**config.mk**
```make
export PLATFORM = sky130hd
export DESIGN_NAME = sdrc_wr_buf
export DESIGN_NICKNAME = d
export VERILOG_FILES = /design/src/rtl/sdrc_wr_buf_pkg.sv /design/src/rtl/sdrc_sync_fifo.sv /design/src/rtl/sdrc_wr_buf.sv
export SDC_FILE = /design/constraint.sdc
export NUM_CORES = 1
export LEC_CHECK = 0
export BUFFER_PORTS_ARGS = -buffer_cell sky130_fd_sc_hd__buf_2
export CORE_MARGIN = 2
export CORE_UTILIZATION = 59
export DETAILED_ROUTE_END_ITERATION = 12
export PLACE_DENSITY = 0.81
export SLEW_MARGIN = 10
export SYNTH_ARGS = -nofsm -noshare
export SYNTH_HDL_FRONTEND = slang
export SYNTH_SLANG_ARGS = --single-unit
```
**constraint.sdc**
```tcl
create_clock -name clk -period 6.8 [get_ports clk]
set_input_delay 0.68 -clock clk [delete_from_list [all_inputs] [get_ports clk]]
set_output_delay 0.68 -clock clk [all_outputs]
set_load 0.02 [all_outputs]
```
**src/rtl/sdrc_wr_buf_pkg.sv**
```systemverilog
// Controller-wide constants and default widths for the SDRC write path.
package sdrc_wr_buf_pkg;

  localparam int unsigned SDRC_APP_DW    = 32;
  localparam int unsigned SDRC_APP_BW    = 4;
  localparam int unsigned SDRC_BUF_DEPTH = 8;
  localparam int unsigned SDRC_BUF_AW    = 3;

endpackage

```
**src/rtl/sdrc_sync_fifo.sv**
```systemverilog
// First-word-fall-through synchronous FIFO with a registered level counter.
// The caller qualifies push/pop; storage is not reset.
module sdrc_sync_fifo #(
  parameter int unsigned WIDTH = 36,
  parameter int unsigned DEPTH = 8,
  parameter int unsigned AW    = 3
) (
  input  logic             clk,
  input  logic             reset_n,
  input  logic             push,
  input  logic [WIDTH-1:0] wdata,
  input  logic             pop,
  output logic [WIDTH-1:0] rdata,
  output logic [AW:0]      level
);

  logic [WIDTH-1:0] mem [DEPTH];
  logic [AW-1:0]    wr_ptr;
  logic [AW-1:0]    rd_ptr;

  // Storage write; intentionally without reset.
  always_ff @(posedge clk) begin
    if (push) mem[wr_ptr] <= wdata;
  end

  // Pointers wrap naturally modulo DEPTH (power of two); level tracks occupancy.
  always_ff @(posedge clk or negedge reset_n) begin
    if (!reset_n) begin
      wr_ptr <= '0;
      rd_ptr <= '0;
      level  <= '0;
    end else begin
      if (push) wr_ptr <= wr_ptr + 1'b1;
      if (pop)  rd_ptr <= rd_ptr + 1'b1;
      case ({push, pop})
        2'b10:   level <= level + 1'b1;
        2'b01:   level <= level - 1'b1;
        default: level <= level;
      endcase
    end
  end

  assign rdata = mem[rd_ptr];

endmodule

```
**src/rtl/sdrc_wr_buf.sv**
```systemverilog
// Application write buffer: FWFT FIFO plus empty masking, burst threshold,
// burst-done pulse and sticky underrun detection.
module sdrc_wr_buf
  import sdrc_wr_buf_pkg::*;
#(
  parameter int unsigned APP_DW    = SDRC_APP_DW,
  parameter int unsigned APP_BW    = SDRC_APP_BW,
  parameter int unsigned BUF_DEPTH = SDRC_BUF_DEPTH,
  parameter int unsigned BUF_AW    = SDRC_BUF_AW
) (
  input  logic              clk,
  input  logic              reset_n,
  input  logic              usr_wr_vld,
  input  logic [APP_DW-1:0] usr_wr_data,
  input  logic [APP_BW-1:0] usr_wr_en_n,
  output logic              usr_wr_rdy,
  output logic [APP_DW-1:0] app_wr_data,
  output logic [APP_BW-1:0] app_wr_en_n,
  input  logic              app_wr_next,
  input  logic              app_last_wr,
  input  logic [BUF_AW:0]   cfg_burst_len,
  output logic              burst_ok,
  output logic [BUF_AW:0]   buf_level,
  output logic              buf_empty,
  output logic              wr_burst_done,
  output logic              wr_underrun,
  input  logic              err_clr
);

  localparam logic [BUF_AW:0] FULL_LVL = (BUF_AW + 1)'(BUF_DEPTH);

  logic                     push;
  logic                     pop;
  logic [APP_BW+APP_DW-1:0] head;

  assign buf_empty  = (buf_level == '0);
  assign usr_wr_rdy = (buf_level != FULL_LVL);
  assign push       = usr_wr_vld && usr_wr_rdy;
  assign pop        = app_wr_next && !buf_empty;

  sdrc_sync_fifo #(
    .WIDTH (APP_BW + APP_DW),
    .DEPTH (BUF_DEPTH),
    .AW    (BUF_AW)
  ) u_fifo (
    .clk     (clk),
    .reset_n (reset_n),
    .push    (push),
    .wdata   ({usr_wr_en_n, usr_wr_data}),
    .pop     (pop),
    .rdata   (head),
    .level   (buf_level)
  );

  // Mask the head while empty so stale storage never writes a byte.
  always_comb begin
    app_wr_data = '0;
    app_wr_en_n = '1;
    if (!buf_empty) begin
      app_wr_data = head[APP_DW-1:0];
      app_wr_en_n = head[APP_BW+APP_DW-1:APP_DW];
    end
  end

  // Thresholds beyond the depth can only be met by a full buffer.
  assign burst_ok = (cfg_burst_len > FULL_LVL) ? (buf_level == FULL_LVL)
                                               : (buf_level >= cfg_burst_len);

  // Burst-done pulse and sticky underrun; a new underrun beats a clear.
  always_ff @(posedge clk or negedge reset_n) begin
    if (!reset_n) begin
      wr_burst_done <= 1'b0;
      wr_underrun   <= 1'b0;
    end else begin
      wr_burst_done <= app_last_wr && pop;
      if (app_wr_next && buf_empty) wr_underrun <= 1'b1;
      else if (err_clr)             wr_underrun <= 1'b0;
    end
  end

endmodule

```
==> results of run 1 <==
## cells by family after synthesis
logic type,count (synthesis)
buffers and inverters,31
flip-flops,300
AO/OA/AOI/OAI,9
AND/OR/NAND/NOR,62
adder cells (fa/ha/maj),9
XOR/XNOR,9
multiplexers,112
## worst reg2reg max path, cell delays in order, from the launching register on
cell and delay (ns):
dfrtp_1 0.49, nor3_1 0.12, nand2_1 0.21, nand3_1 0.33, nor3_2 0.97, buf_4 0.57
## flip-flops by register name, indices dropped and copies added, names as in the netlist
signal	cells
wr_burst_done	1
u_fifo.wr_ptr	3
u_fifo.mem	288
wr_underrun	1
u_fifo.level	4
u_fifo.rd_ptr	3
## per-stage QoR
| stage | worst slack [ns] | util (%) | total power [mW] | std cells | area (um^2) |
|---|---|---|---|---|---|
| 6_report | 2.75 | 68.8 | 6.01 | 928 | 13400 |
| 5_1_grt | 2.52 | 68.8 | 6.29 | 927 | 13400 |
| 3_5_place_dp | 3.27 | 64.0 | 4.50 | 875 | 12500 |
| 3_3_place_gp | 3.34 | 64.0 | 4.43 | 875 | 12500 |
| 2_1_floorplan | 1.74 | - | 3.94 | 532 | 11700 |
| 4_1_cts | 2.66 | 68.8 | 6.09 | 927 | 13400 |
## synthesized netlist by cell type, types with 3 or more instances
cell	number	share of area, %
inv_1	6	0.19
mux2_2	3	0.29
nor2_1	36	1.2
nand2_1	8	0.26
mux2i_1	37	3.2
nand2b_1	4	0.21
nand3_1	3	0.13
buf_2	15	0.64
edfxtp_1	288	74
a21oi_1	3	0.13
buf_6	8	0.77
mux4_2	72	14
dfrtp_1	12	2.6
ha_1	9	0.96
xor2_1	4	0.30
nor3_1	6	0.26
xnor2_1	5	0.37
## power by group
part / leakage [nW] / switching [mW] / total, mW / internal, mW
Combinational: 1.40 / 1.02 / 1.85 / 0.823
Sequential: 2.75 / 0.261 / 2.59 / 2.33
Clock: 0.454 / 0.645 / 1.58 / 0.931
Total: 4.61 / 1.93 / 6.01 / 4.08
## final timing paths
kind                                                      to  cells past startpoint  slack, ns
worst min-delay path             u_fifo.level[1]$_DFFE_PN0P_                      1       0.02
worst min register to register       wr_underrun$_DFFE_PN0P_                      2       0.53
worst max register to register   u_fifo.mem[4][32]$_DFFE_PP_                      5       3.74
max in group asynchronous       u_fifo.rd_ptr[1]$_DFFE_PN0P_                      1       6.52
worst max-delay path                          app_wr_data[0]                      5       2.75
min in group clk                     wr_underrun$_DFFE_PN0P_                      2       0.35
## layer usage
| layer | GRT usage (%) | up-vias | share of wire, % |
|---|---|---|---|
| met5 | 0 | - | 0 |
| met4 | 5.26 | 0 | 1.8 |
| met3 | 2.96 | 38 | 5.0 |
| met2 | 38.7 | 189 | 52 |
| met1 | 31.7 | 2909 | 41 |
| li1 | - | 2415 | - |
## final cells by class
class	instances	area (um^2)
Antenna cell	1	2.50
Multi-Input combinational cell	201	2600
Clock inverter	16	179
Tap cell	265	332
Clock buffer	36	752
Inverter	7	26.3
Sequential cell	300	8960
Timing Repair Buffer	102	541
Fill cell	1214	6070
## layout by cell type (no fill, tap or decap), types with 2 or more instances in the layout
master	n
dfrtp_1	9
clkinv_2	3
mux2_2	3
a21oi_1	3
nand2_1	8
nand2b_1	4
buf_4	12
clkbuf_1	7
xnor2_1	5
nor2_1	33
nand3_1	3
nor3_2	4
inv_1	6
mux2i_1	37
nor2_4	3
buf_2	90
ha_1	9
mux4_2	72
nor3_1	2
bufinv_16	4
clkbuf_16	29
xor2_1	4
edfxtp_1	288
clkinv_1	7
dfrtp_4	2
==> summary.md, run 1 <==
| Metric | Value |
|---|---|
| CP Cell Sequence | buf_4, mux4_2, mux2i_1, nor2_1, buf_2 |
| Hold_ws | approximately 0.023 ns |
| Leakage | around 4.6 nW |
| Worst hold path class | input pin to asynchronous set/reset pin |
| FP Rows | 51 |
| Post-synthesis mux area share | 17.3% |
| Final TNS setup | 0 ns |
| Status | completed |
| Clock Path Buffers | 3 |
| Simple-Gate Fraction of Synth Area | 2.32% |
| Die Y | 145 um |
| Synth Area in Adders | 0.963% |
| Largest net degree at the start of global routing | 75 |
| Layout cells sized above 1 | 34.4% |
| Total GRT Usage | a little under a quarter |
| CTS Buf Count | 29 |
| DR vias | 5551 |
| Setup crit end kind | output pin |
| Mean post-synth cell area | 22.0 um^2 |
| Final Cycle Share | between 50% and 60% |
| Core ar. | between 15000 and 20000 um^2 |
| H-tree Lvls | 1 |
| First-pass GRT wire length | approximately 35000 um |
| Critical Path Source | u_fifo.rd_ptr[0]$_DFFE_PN0P_ |
| Routed vias/inst | between 5 and 6 |
| Nets | 696 |
| Main combinational cell family by area after synthesis | multiplexers |
| Critical Path Slowest Stage Cell | dfrtp_4 |
| Drt pass-1 iters | 4 |
| Final Hold Fails | 0 |
| DRC | 0 |
| CP Launch Type | flop |
| Fraction of synthesized cell area in xor and xnor cells | less than 1% |
| Max cap viols | 0 |
| Post-DP HPWL | ~12000 um |
| RSZ-0062 raised after global routing | false |
| GPL Wtd Cong | 0.707 |
| Max Slew Vio Count | 0 |
| R2R Path Start | u_fifo.level[1]$_DFFE_PN0P_ |
| Synthesis-to-finish area growth | 14.5% |
| Initial antenna violation count | 0 |
| Net count after synthesis | roughly 600 |
| Starting Density | 60.1% |
| Cells after Synth | between 500 and 600 |
| Clock transition at the registers of the reported paths | 0.06 ns |
| Top Family by Delay on Critical Path | buffers and inverters |
| Die ar. | 21000 um^2 |
| Critical Path AT | 3.37 ns |
| Buffers on Ports | 90 |
| Sequential share of the synthesized area | 76.5% |
| Post-route ant nets | 0 |
| # hold bufs at CTS | 0 |
| Clock skew | 0.0181 ns |
| Post-CTS Setup Inserts | 0 |
| CP required | 6.12 ns |
| Vias in the first global route | 5750 |
| Max VDD drop | 0.308 mV |
| # clock sinks | 300 |
| CP peak stage delay | 0.92 ns |
| CTS tree | built |
| Worst Max-Slew Pin Slew | around 1.2 ns |
| Post-synthesis compound-gate area fraction | 0.524% |
| Synthesized cell area | 11700 um^2 |
| FMAX | approximately 250 MHz |
| Setup CP Type | flop to output pin |
| Grt ovf | 0 |
| Synth Warn # | 0 |
| IO Pins | 91 |
| Most used DFF post-synth | edfxtp_1 |
| Pwr/cell area | 449 nW/um^2 |
| CTS Root Cell | clkbuf_16 |
| Critical path peak fanout | 38 |
| Number of synthesized register bits | 300 |
| Quantity of gates resized following cts | 0 |
| Fin crit period | 4.05 ns |
| Clock insertion delay at the later pin of the skew report | between 0.5 and 0.6 ns |
| Die W | 145 um |
| Slew margin rel. | 22.8% |
| Async S/R FF share, synth | 4.00% |
| Post-DR wirelength/cell | 24.5 um |
| Final setup violation count | 0 |
| Drt first-iter violations | 448 |
| Routed wire length | 22700 um |
| Post-synth EDFFs | 288 |
| Synth cell types | 30 |
| CP bufs+invs | 2 |
Power figures use the tool's default switching activity.
==> run 2, diff against run 1 <==
--- a/config.mk
+++ b/config.mk
@@ -7,9 +7,9 @@
 export LEC_CHECK = 0
 export BUFFER_PORTS_ARGS = -buffer_cell sky130_fd_sc_hd__buf_2
 export CORE_MARGIN = 2
-export CORE_UTILIZATION = 59
+export CORE_UTILIZATION = 54
 export DETAILED_ROUTE_END_ITERATION = 12
-export PLACE_DENSITY = 0.81
+export PLACE_DENSITY = 0.78
 export SLEW_MARGIN = 10
 export SYNTH_ARGS = -nofsm -noshare
 export SYNTH_HDL_FRONTEND = slang
==> constraint.sdc (replaced) <==
create_clock -name clk -period 3.53 [get_ports clk]
set_input_delay 0.353 -clock clk [delete_from_list [all_inputs] [get_ports clk]]
set_output_delay 0.353 -clock clk [all_outputs]
set_load 0.02 [all_outputs]
==> summary.md, run 2 (synthesis results as in run 1) <==
| Metric | Value |
|---|---|
| Largest regs | u_fifo.mem x288, u_fifo.level x4 |
| Critical Path AT | 2.68 ns (-0.69 ns) |
| Clock skew | 0.0193 ns (+0.00123 ns) |
| Clock insertion delay at the later pin of the skew report | 0.54 ns (about the same) |
| Worst Hold End | wr_burst_done$_DFF_PN0_ |
| Die ar. | 22900 um^2 (+9.0%) |
| FMAX | roughly 330 MHz |
| Buffers on Ports | 90 (unchanged) |
| Drt first-iter violations | 402 (-10%) |
| Placed insts | 892 (+1.9%) |
| Grt ovf | 0 (unchanged) |
| Setup CP Type | flop to output pin |
| Nets | 705 (+1.3%) |
| Post-DR wirelength/cell | 23.6 um (-3.5%) |
| # clock sinks | 300 (unchanged) |
| Post-DP HPWL | 13100 um (+4.8%) |
| Synthesis-to-finish area growth | 16.1% |
| DR vias | 5550 (-0.018%) |
| Register area | 8960 um^2 (unchanged) |
| Placed inst area | 12600 um^2 (+1.2%) |
| Starting Density | 55.3% (-4.8 points) |
| Setup crit end kind | output pin |
| Worst Max-Slew Pin Slew | 0.805 ns (-0.348 ns) |
| Max VDD drop | 0.640 mV (+110%) |
| CTS tree | built |
| CTS Buf Count | 29 (unchanged) |
| Routed wire length | 22400 um (-1.5%) |
| First-pass GRT wire length | 34300 um (-0.88%) |
| Fillcell total | 1397 (+15%) |
| DRC | 0 (unchanged) |
| Critical path peak fanout | 28 (-26%) |
| Largest net degree at the start of global routing | 41 (-45%) |
| Largest reg by FF count | u_fifo.mem |
| Initial antenna violation count | 0 (unchanged) |
| Clock Path Buffers | 3 (unchanged) |
| Most common cell after layout, fill and taps aside | edfxtp_1 |
| Pwr/cell area | 863 nW/um^2 (+92%) |
| Hold_ws | 0.0570 ns (+0.0344 ns) |
| Commonest non-fill, non-tap cells in the layout | edfxtp_1 (288), buf_2 (90), mux4_2 (72) |
| Routed vias/inst | 5.86 (-2.0%) |
| Worst R2R Path Depth | 11 (+6) |
| IO Pins | 91 (unchanged) |
| Max Slew Vio Count | 0 (unchanged) |
| Antenna Diode Count | 0 (-1) |
| Core Util, Final | 64.2% (-4.6 points) |
| GPL Wtd Cong | 0.720 (+1.9%) |
| Hold Path Origin | app_last_wr |
| H-tree Lvls | 1 (unchanged) |
| Largest register FFs | 288 (unchanged) |
| Area of the multi-input gates | 2610 um^2 (+0.58%) |
| CP Launch Type | flop |
| RSZ-0062 raised after global routing | false |
| Design area | 13600 um^2 (+1.5%) |
| Core ar. | 21200 um^2 (+8.7%) |
| CTS Root Cell | clkbuf_16 |
| Pre-CTS WS | 0.950 ns (-2.32 ns) |
| Drt pass-1 iters | 5 (+1) |
| Worst hold path class | input pin to flop |
| Final Hold Fails | 0 (unchanged) |
| Leakage | 4.71 nW (+2.1%) |
| Die Y | 151 um (+4.4%) |
| Die W | 151 um (+4.4%) |
| Total GRT Usage | 20.4% (-2.2 points) |
| FP Rows | 53 (+3.9%) |
| Final setup violation count | 0 (unchanged) |
| Clock transition at the registers of the reported paths | 0.07 ns (about the same) |
| Vias in the first global route | 5770 (+0.35%) |
| R2R Path Start | u_fifo.level[1]$_DFFE_PN0P_ |
| Layout cells sized above 1 | 36.5% (+2.0 points) |
| CP required | 3.18 ns (-2.94 ns) |
| Post-route ant nets | 0 (unchanged) |
| R2r endpoint | u_fifo.level[2]$_DFFE_PN0P_ |
| Final Cycle Share | 85.8% |
| Max cap viols | 0 (unchanged) |
| Status | completed |
| Fin crit period | 3.03 ns |
| Final worst slack | 0.501 ns (-2.25 ns) |
| Slew margin rel. | 46.2% (+23 points) |
| Hold depth | 2 |
| Final Non-Filler Cells | 947 (+2.0%) |
| Worst R2R Setup Slack | 0.93 ns (-2.81 ns) |
## run 2: cell types whose count changed in the layout (fill, tap and decap cells not counted), sizes merged
cell | before | now
diode | 1 | 0
dlygate4sd3 | 0 | 2
clkbuf | 36 | 30
buf | 102 | 109
clkinvlp | 0 | 1
inv | 8 | 10
clkinv | 11 | 15
## run 2: power by group
group	internal, mW	switching [mW]
clock	1.80	1.25
combinational	1.68	2.05
sequential	4.48	0.455
## run 2: worst max-delay path, cell delays in order, from the launching register on
cell and delay (ns):
dfrtp_4 0.79, buf_4 0.33, mux4_2 0.52, mux2i_1 0.18
nor2_1 0.09, buf_2 0.21
## run 2: timing repair
| item | 4_1_cts | 5_1_grt |
|---|---|---|
| endpoints found under the setup margin | 0 | 0 |
| hold buffers | 2 | 0 |
| endpoints found under the hold margin | 13 | 0 |
| setup buffers | 0 | 0 |
| gates resized for setup | 0 | 0 |
## run 2: cell type report
| class | count | area share, % |
|---|---|---|
| Tap cell | 275 | 2.53 |
| Clock inverter | 23 | 1.65 |
| Timing Repair Buffer | 111 | 5.07 |
| Multi-Input combinational cell | 201 | 19.2 |
| Sequential cell | 300 | 65.9 |
| Clock buffer | 30 | 5.37 |
| Inverter | 7 | 0.193 |
## run 2: how the worst max path moves through the flow
stage / start / to / slack, ns / cells after the start
after global placement: u_fifo.level[1]$_DFFE_PN0P_ / u_fifo.level[2]$_DFFE_PN0P_ / 1.03 / 11
after floorplan: u_fifo.level[1]$_DFFE_PN0P_ / u_fifo.mem[2][0]$_DFFE_PP_ / -0.58 / 4
final: u_fifo.rd_ptr[0]$_DFFE_PN0P_ / app_wr_data[20] / 0.50 / 5
after detailed placement: u_fifo.level[1]$_DFFE_PN0P_ / u_fifo.level[2]$_DFFE_PN0P_ / 0.95 / 11
after CTS: u_fifo.rd_ptr[0]$_DFFE_PN0P_ / app_wr_data[20] / 0.41 / 5
after global routing: u_fifo.rd_ptr[0]$_DFFE_PN0P_ / app_wr_data[20] / 0.31 / 5
## run 2: metrics by stage
step	setup TNS (ns)	power [mW]
final	0	11.7
after global routing	0	12.3
after CTS	0	11.9
after detailed placement	0	8.81
after global placement	0	8.69
after floorplan	-63.35	7.59
## run 2: metal layers
metal	track usage, %	wire length, um	vias up
met2	35.2	11500	207
li1	-	-	2429
met4	4.72	398	0
met5	0	0	-
met3	3.16	1430	30
met1	28.0	9020	2884
